===== src/rtl/operand_fwd_stage_pkg.sv =====
// Shared constants for the operand forwarding stage.
// Select codes for the per-channel forwarding mux.
package operand_fwd_stage_pkg;
  localparam int SEL_W = 2;
  localparam logic [SEL_W-1:0] SEL_RF  = 2'b00;
  localparam logic [SEL_W-1:0] SEL_EXM = 2'b01;
  localparam logic [SEL_W-1:0] SEL_MWB = 2'b10;
endpackage


===== src/rtl/operand_fwd_stage_fwd_sel.sv =====
// One operand channel: address compare, priority select,
// load-use hit and 3:1 data mux (purely combinational).
module fwd_sel
  import operand_fwd_stage_pkg::*;
#(
  parameter int WIDTH  = 32,
  parameter int ADDR_W = 5
) (
  input  logic [ADDR_W-1:0] src,
  input  logic [WIDTH-1:0]  rf_data,
  input  logic              exm_wr,
  input  logic [ADDR_W-1:0] exm_addr,
  input  logic [WIDTH-1:0]  exm_data,
  input  logic              mwb_wr,
  input  logic [ADDR_W-1:0] mwb_addr,
  input  logic [WIDTH-1:0]  mwb_data,
  input  logic              ex_load,
  input  logic [ADDR_W-1:0] ex_addr,
  output logic [SEL_W-1:0]  sel,
  output logic [WIDTH-1:0]  data,
  output logic              hit
);
  logic nz;
  logic exm_hit;
  logic mwb_hit;

  // register 0 is hard-wired, never forwarded or stalled on
  assign nz      = |src;
  assign exm_hit = exm_wr & nz & (exm_addr == src);
  assign mwb_hit = mwb_wr & nz & (mwb_addr == src);
  assign hit     = ex_load & nz & (ex_addr == src);

  always_comb begin
    sel = SEL_RF;
    unique case (1'b1)
      exm_hit:            sel = SEL_EXM;
      mwb_hit & ~exm_hit: sel = SEL_MWB;
      default:            sel = SEL_RF;
    endcase
  end

  always_comb begin
    data = rf_data;
    case (sel)
      SEL_EXM: data = exm_data;
      SEL_MWB: data = mwb_data;
      default: data = rf_data;
    endcase
  end
endmodule


===== src/rtl/operand_fwd_stage.sv =====
// ID-stage operand forwarding for CH channels with load-use
// stall detection and a registered ID/EX operand bundle.
module operand_fwd_stage
  import operand_fwd_stage_pkg::*;
#(
  parameter int WIDTH  = 32,
  parameter int CH     = 2,
  parameter int ADDR_W = 5,
  parameter int CNT_W  = 16
) (
  input  logic                  clk_i,
  input  logic                  rst_i,
  input  logic                  valid_i,
  input  logic [CH*ADDR_W-1:0]  src_addr_i,
  input  logic [CH*WIDTH-1:0]   rf_data_i,
  input  logic                  exm_wr_i,
  input  logic [ADDR_W-1:0]     exm_addr_i,
  input  logic [WIDTH-1:0]      exm_data_i,
  input  logic                  mwb_wr_i,
  input  logic [ADDR_W-1:0]     mwb_addr_i,
  input  logic [WIDTH-1:0]      mwb_data_i,
  input  logic                  ex_load_i,
  input  logic [ADDR_W-1:0]     ex_addr_i,
  input  logic                  stall_i,
  input  logic                  flush_i,
  output logic                  stall_o,
  output logic                  valid_o,
  output logic [CH*WIDTH-1:0]   opnd_o,
  output logic [CH*SEL_W-1:0]   sel_o,
  output logic [CNT_W-1:0]      lu_cnt_o
);
  logic [CH*SEL_W-1:0] sel;
  logic [CH*WIDTH-1:0] mux;
  logic [CH-1:0]       hit;

  for (genvar k = 0; k < CH; k++) begin : g_ch
    fwd_sel #(
      .WIDTH  (WIDTH),
      .ADDR_W (ADDR_W)
    ) u_sel (
      .src      (src_addr_i[k*ADDR_W +: ADDR_W]),
      .rf_data  (rf_data_i[k*WIDTH +: WIDTH]),
      .exm_wr   (exm_wr_i),
      .exm_addr (exm_addr_i),
      .exm_data (exm_data_i),
      .mwb_wr   (mwb_wr_i),
      .mwb_addr (mwb_addr_i),
      .mwb_data (mwb_data_i),
      .ex_load  (ex_load_i),
      .ex_addr  (ex_addr_i),
      .sel      (sel[k*SEL_W +: SEL_W]),
      .data     (mux[k*WIDTH +: WIDTH]),
      .hit      (hit[k])
    );
  end

  assign stall_o = valid_i & (|hit) & ~flush_i;

  always_ff @(posedge clk_i or posedge rst_i) begin
    if (rst_i) begin
      valid_o  <= 1'b0;
      opnd_o   <= '0;
      sel_o    <= '0;
      lu_cnt_o <= '0;
    end else if (flush_i) begin
      valid_o <= 1'b0;
      opnd_o  <= '0;
      sel_o   <= '0;
    end else if (stall_i) begin
      valid_o <= valid_o;
    end else if (stall_o) begin
      // bubble into EX; the held instruction re-issues next cycle
      valid_o <= 1'b0;
      opnd_o  <= '0;
      sel_o   <= '0;
      if (~&lu_cnt_o) lu_cnt_o <= lu_cnt_o + CNT_W'(1);
    end else begin
      valid_o <= valid_i;
      opnd_o  <= mux;
      sel_o   <= sel;
    end
  end
endmodule


===== config.mk =====
export PLATFORM = sky130hd
export DESIGN_NAME = operand_fwd_stage
export DESIGN_NICKNAME = d
export VERILOG_FILES = /design/src/rtl/operand_fwd_stage_pkg.sv /design/src/rtl/operand_fwd_stage_fwd_sel.sv /design/src/rtl/operand_fwd_stage.sv
export SDC_FILE = /design/constraint.sdc
export NUM_CORES = 1
export LEC_CHECK = 0
export BUFFER_PORTS_ARGS = -buffer_cell sky130_fd_sc_hd__buf_2
export CAP_MARGIN = 20
export CORE_ASPECT_RATIO = 0.9
export CORE_MARGIN = 2
export CORE_UTILIZATION = 47
export CTS_CLUSTER_DIAMETER = 50
export DETAILED_ROUTE_END_ITERATION = 10
export PLACE_DENSITY = 0.92
export SETUP_SLACK_MARGIN = 0.02
export SLEW_MARGIN = 20
export SYNTH_ARGS = -nofsm -noshare
export SYNTH_HDL_FRONTEND = slang
export SYNTH_SLANG_ARGS = --single-unit

===== constraint.sdc =====
create_clock -name clk_i -period 3.5 [get_ports clk_i]
set_input_delay 0.7 -clock clk_i [delete_from_list [all_inputs] [get_ports clk_i]]
set_output_delay 0.7 -clock clk_i [all_outputs]
set_load 0.02 [all_outputs]

==> summary.txt <==
MaxCap Viol Count -> 0
normalized max-slew margin -> 48.2%
Nets -> 991
#FFs+latches synth -> 85
largest net degree at the start of global routing -> 70
# rows -> 35
Core Box Area -> 10400 um^2
RSZ-0062 raised after global routing -> false
hold_buf cts -> 0
Startpoint Class -> input port
Die Wd -> 113 um
Cell Chain, Critical Path -> buf_2 -> or4_1 -> nor2_2 -> nor4_1 -> o211ai_2 -> nor2_1 -> buf_2
# IOs -> 247
number of synthesized flops with an enable pin -> 0
Setup CP Type -> in2out
vias per inst -> 6.03
dominant synthesized flop cell -> dfrtp_1
worst vdd ir -> 232 uV
ys async rst share -> 100%
Power Density -> 405 nW/um^2
Final Hold Fails -> 0
required time of the critical path -> 2800 ps
worst slew pin tran -> 777 ps
CTS clk-pin slew, worst paths -> 70 ps
Synth Net Count -> 770
Setup crit end kind -> output port
CP max stage delay -> 530 ps
Max Fclk -> 352 MHz
die area -> 11600 um^2
Detailed Route WL -> 18300 um
CTS HTree Levels -> 3
synthesized area -> 5060 um^2
Die H -> 102 um
GP Congestion -> 0.941
run status -> completed
DR vias -> 5807
first-pass GRT wire length -> 28600 um
critical path's slowest cell -> or4_1
post-route antenna net violation count -> 0
Tcrit/Tclk final -> 81.3%
final worst slack -> 656 ps
first-pass detailed-route iteration total -> 7
share of layout cells above drive strength 1 -> 35.0%
Root Buffer -> clkbuf_16
worst reg2reg path depth -> 6
worst path arrival time -> 2140 ps
clk_lat worst skew -> 330 ps
Initial Util -> 48.7%
vias in the first global route -> 5588
Area Overhead vs Synth -> 34.2%
Clock Sinks -> 85
minimum clock period -> 2840 ps
cell mode on critical path -> buf_2
n_diodes -> 0
port buffer count -> 246
max-slew violations -> 0
GRT overflow -> 0
setup violators final -> 0
Synth cell types -> 33
initial drt markers -> 630
hold_ws -> 457 ps
post_cts resized -> 0
fillers -> 858
worst-path fanout max -> 4
CTS tree -> done
delay-heaviest family, CP -> simple AND/OR/NAND/NOR gates
DRC viols -> 0
critical path depth -> 7
Pleak -> 3.45 nW
synth warn -> 0
Total GRT Usage -> 31.5%
CP bufs+invs -> 2
Inserted Clock Buffers -> 9
pre-CTS setup slack -> 672 ps
post-synthesis sequential area ratio -> 42.0%
CTS Buffer Depth -> 2
# Post-CTS Setup Buffers -> 0
DR WL/cell -> 19.0 um
Avg Inst Size Synth -> 8.32 um^2
Setup TNS -> 0 ps
Worst Hold Class -> in2async
count of mapped cells out of synthesis -> 608
dpl hpwl -> 12600 um
Setup Skew -> 4.24 ps
initial antenna violation count -> 0
## final timing paths
check                      slack, ps                        to                    start
setup / recovery                 660                   stall_o            src_addr_i[5]
hold / removal                   460  lu_cnt_o[13]$_DFFE_PP0P_                    rst_i
setup reg to reg                1230   lu_cnt_o[1]$_DFFE_PP0P_  lu_cnt_o[4]$_DFFE_PP0P_
hold reg to reg                  470    opnd_o[15]$_DFFE_PP0P_   opnd_o[15]$_DFFE_PP0P_
max in group asynchronous       2360    opnd_o[55]$_DFFE_PP0P_                    rst_i
min in group clk_i               470    opnd_o[15]$_DFFE_PP0P_   opnd_o[15]$_DFFE_PP0P_
## area by class of cell
| cell class | instances | area (um^2) | share of cell area (%) |
|---|---|---|---|
| multi-input cells | 466 | 2740 | 40.4 |
| clock inverters | 6 | 119 | 1.75 |
| inverters | 5 | 20.0 | 0.295 |
| repair buffers | 262 | 1380 | 20.3 |
| well taps | 129 | 161 | 2.38 |
| clock buffers | 10 | 239 | 3.52 |
| flip-flops and latches | 85 | 2130 | 31.3 |
## Yosys cell counts, types with 2 or more instances
master    instances  share of area (%)
or3_1             2               0.25
nand3_1           6               0.59
nor3_1            9               0.89
nor2_1          135                 10
xnor2_1          28                4.8
o21ai_0           2               0.20
clkbuf_1         42                3.1
buf_2             6               0.59
dfrtp_1          85                 42
nand2_1         109                8.1
nand3b_1          2               0.30
o31ai_1          66                9.8
buf_6             3               0.67
nand4_1           6               0.74
xor2_1           17                2.9
a221oi_1         64                 11
nor4_1            6               0.74
inv_1             5               0.37
## metrics by stage
step	area [um^2]	instances	power (mW)	util, %
floorplan	5060	608	1.38	-
global placement	6430	947	1.61	61.9
detailed placement	6430	947	1.63	61.9
CTS	6790	963	2.76	65.4
global route	6790	963	2.86	65.4
finish	6790	963	2.75	65.4
## worst reg2reg max path, stage by stage (launching register included)
cell,delay (ps)
dfrtp_1,430
and4_1,270
nand4_1,240
o41a_1,510
o2111ai_1,120
buf_4,240
mux2_1,350
## state kept, by name, indices dropped and copies added (netlist names)
signal    flops
lu_cnt_o     16
opnd_o       64
sel_o         4
valid_o       1
## cells by family (layout without fill, tap and decap cells)
logic type / count (synthesis) / after routing / share of synthesized area, %
AO/OA/AOI/OAI: 136 / 136 / 21.9
XOR/XNOR: 45 / 45 / 7.79
adder cells (fa/ha/maj): 1 / 1 / 0.247
flip-flops: 85 / 85 / 42.0
AND/OR/NAND/NOR: 283 / 283 / 22.9
multiplexers: 1 / 1 / 0.223
buffers and inverters: 57 / 283 / 4.90
## layer usage
metal,up-vias,GRT usage [%],routed length [um]
met1,2628,40.8,6940
met5,-,0,0
met3,87,6.52,2080
met4,0,15.2,792
met2,481,50.9,8440
li1,2611,-,-
## placed cells by master (no fill, tap or decap), types with 2 or more instances in the layout
| cell type | Yosys | routed |
|---|---|---|
| inv_1 | 5 | 4 |
| bufinv_16 | 0 | 3 |
| nand3_1 | 6 | 6 |
| xnor2_1 | 28 | 28 |
| nor4_1 | 6 | 6 |
| nor3_1 | 9 | 7 |
| or3_1 | 2 | 2 |
| buf_2 | 6 | 246 |
| xor2_1 | 17 | 15 |
| o21ai_0 | 2 | 2 |
| buf_12 | 0 | 2 |
| nor2_1 | 135 | 133 |
| clkbuf_16 | 0 | 9 |
| nand3b_1 | 2 | 2 |
| nor2_2 | 1 | 3 |
| nand4_1 | 6 | 6 |
| xor2_4 | 0 | 2 |
| o31ai_1 | 66 | 66 |
| nor3_2 | 0 | 2 |
| clkinv_4 | 0 | 2 |
| nand2_1 | 109 | 109 |
| a221oi_1 | 64 | 64 |
| buf_4 | 1 | 14 |
| dfrtp_1 | 85 | 85 |
## where the power goes
| part | switching, mW | total, mW | internal [mW] |
|---|---|---|---|
| Combinational | 0.336 | 0.549 | 0.213 |
| Sequential | 0.0333 | 1.07 | 1.04 |
| Clock | 0.409 | 1.13 | 0.725 |
No activity file was read; power rests on OpenSTA's default activity.
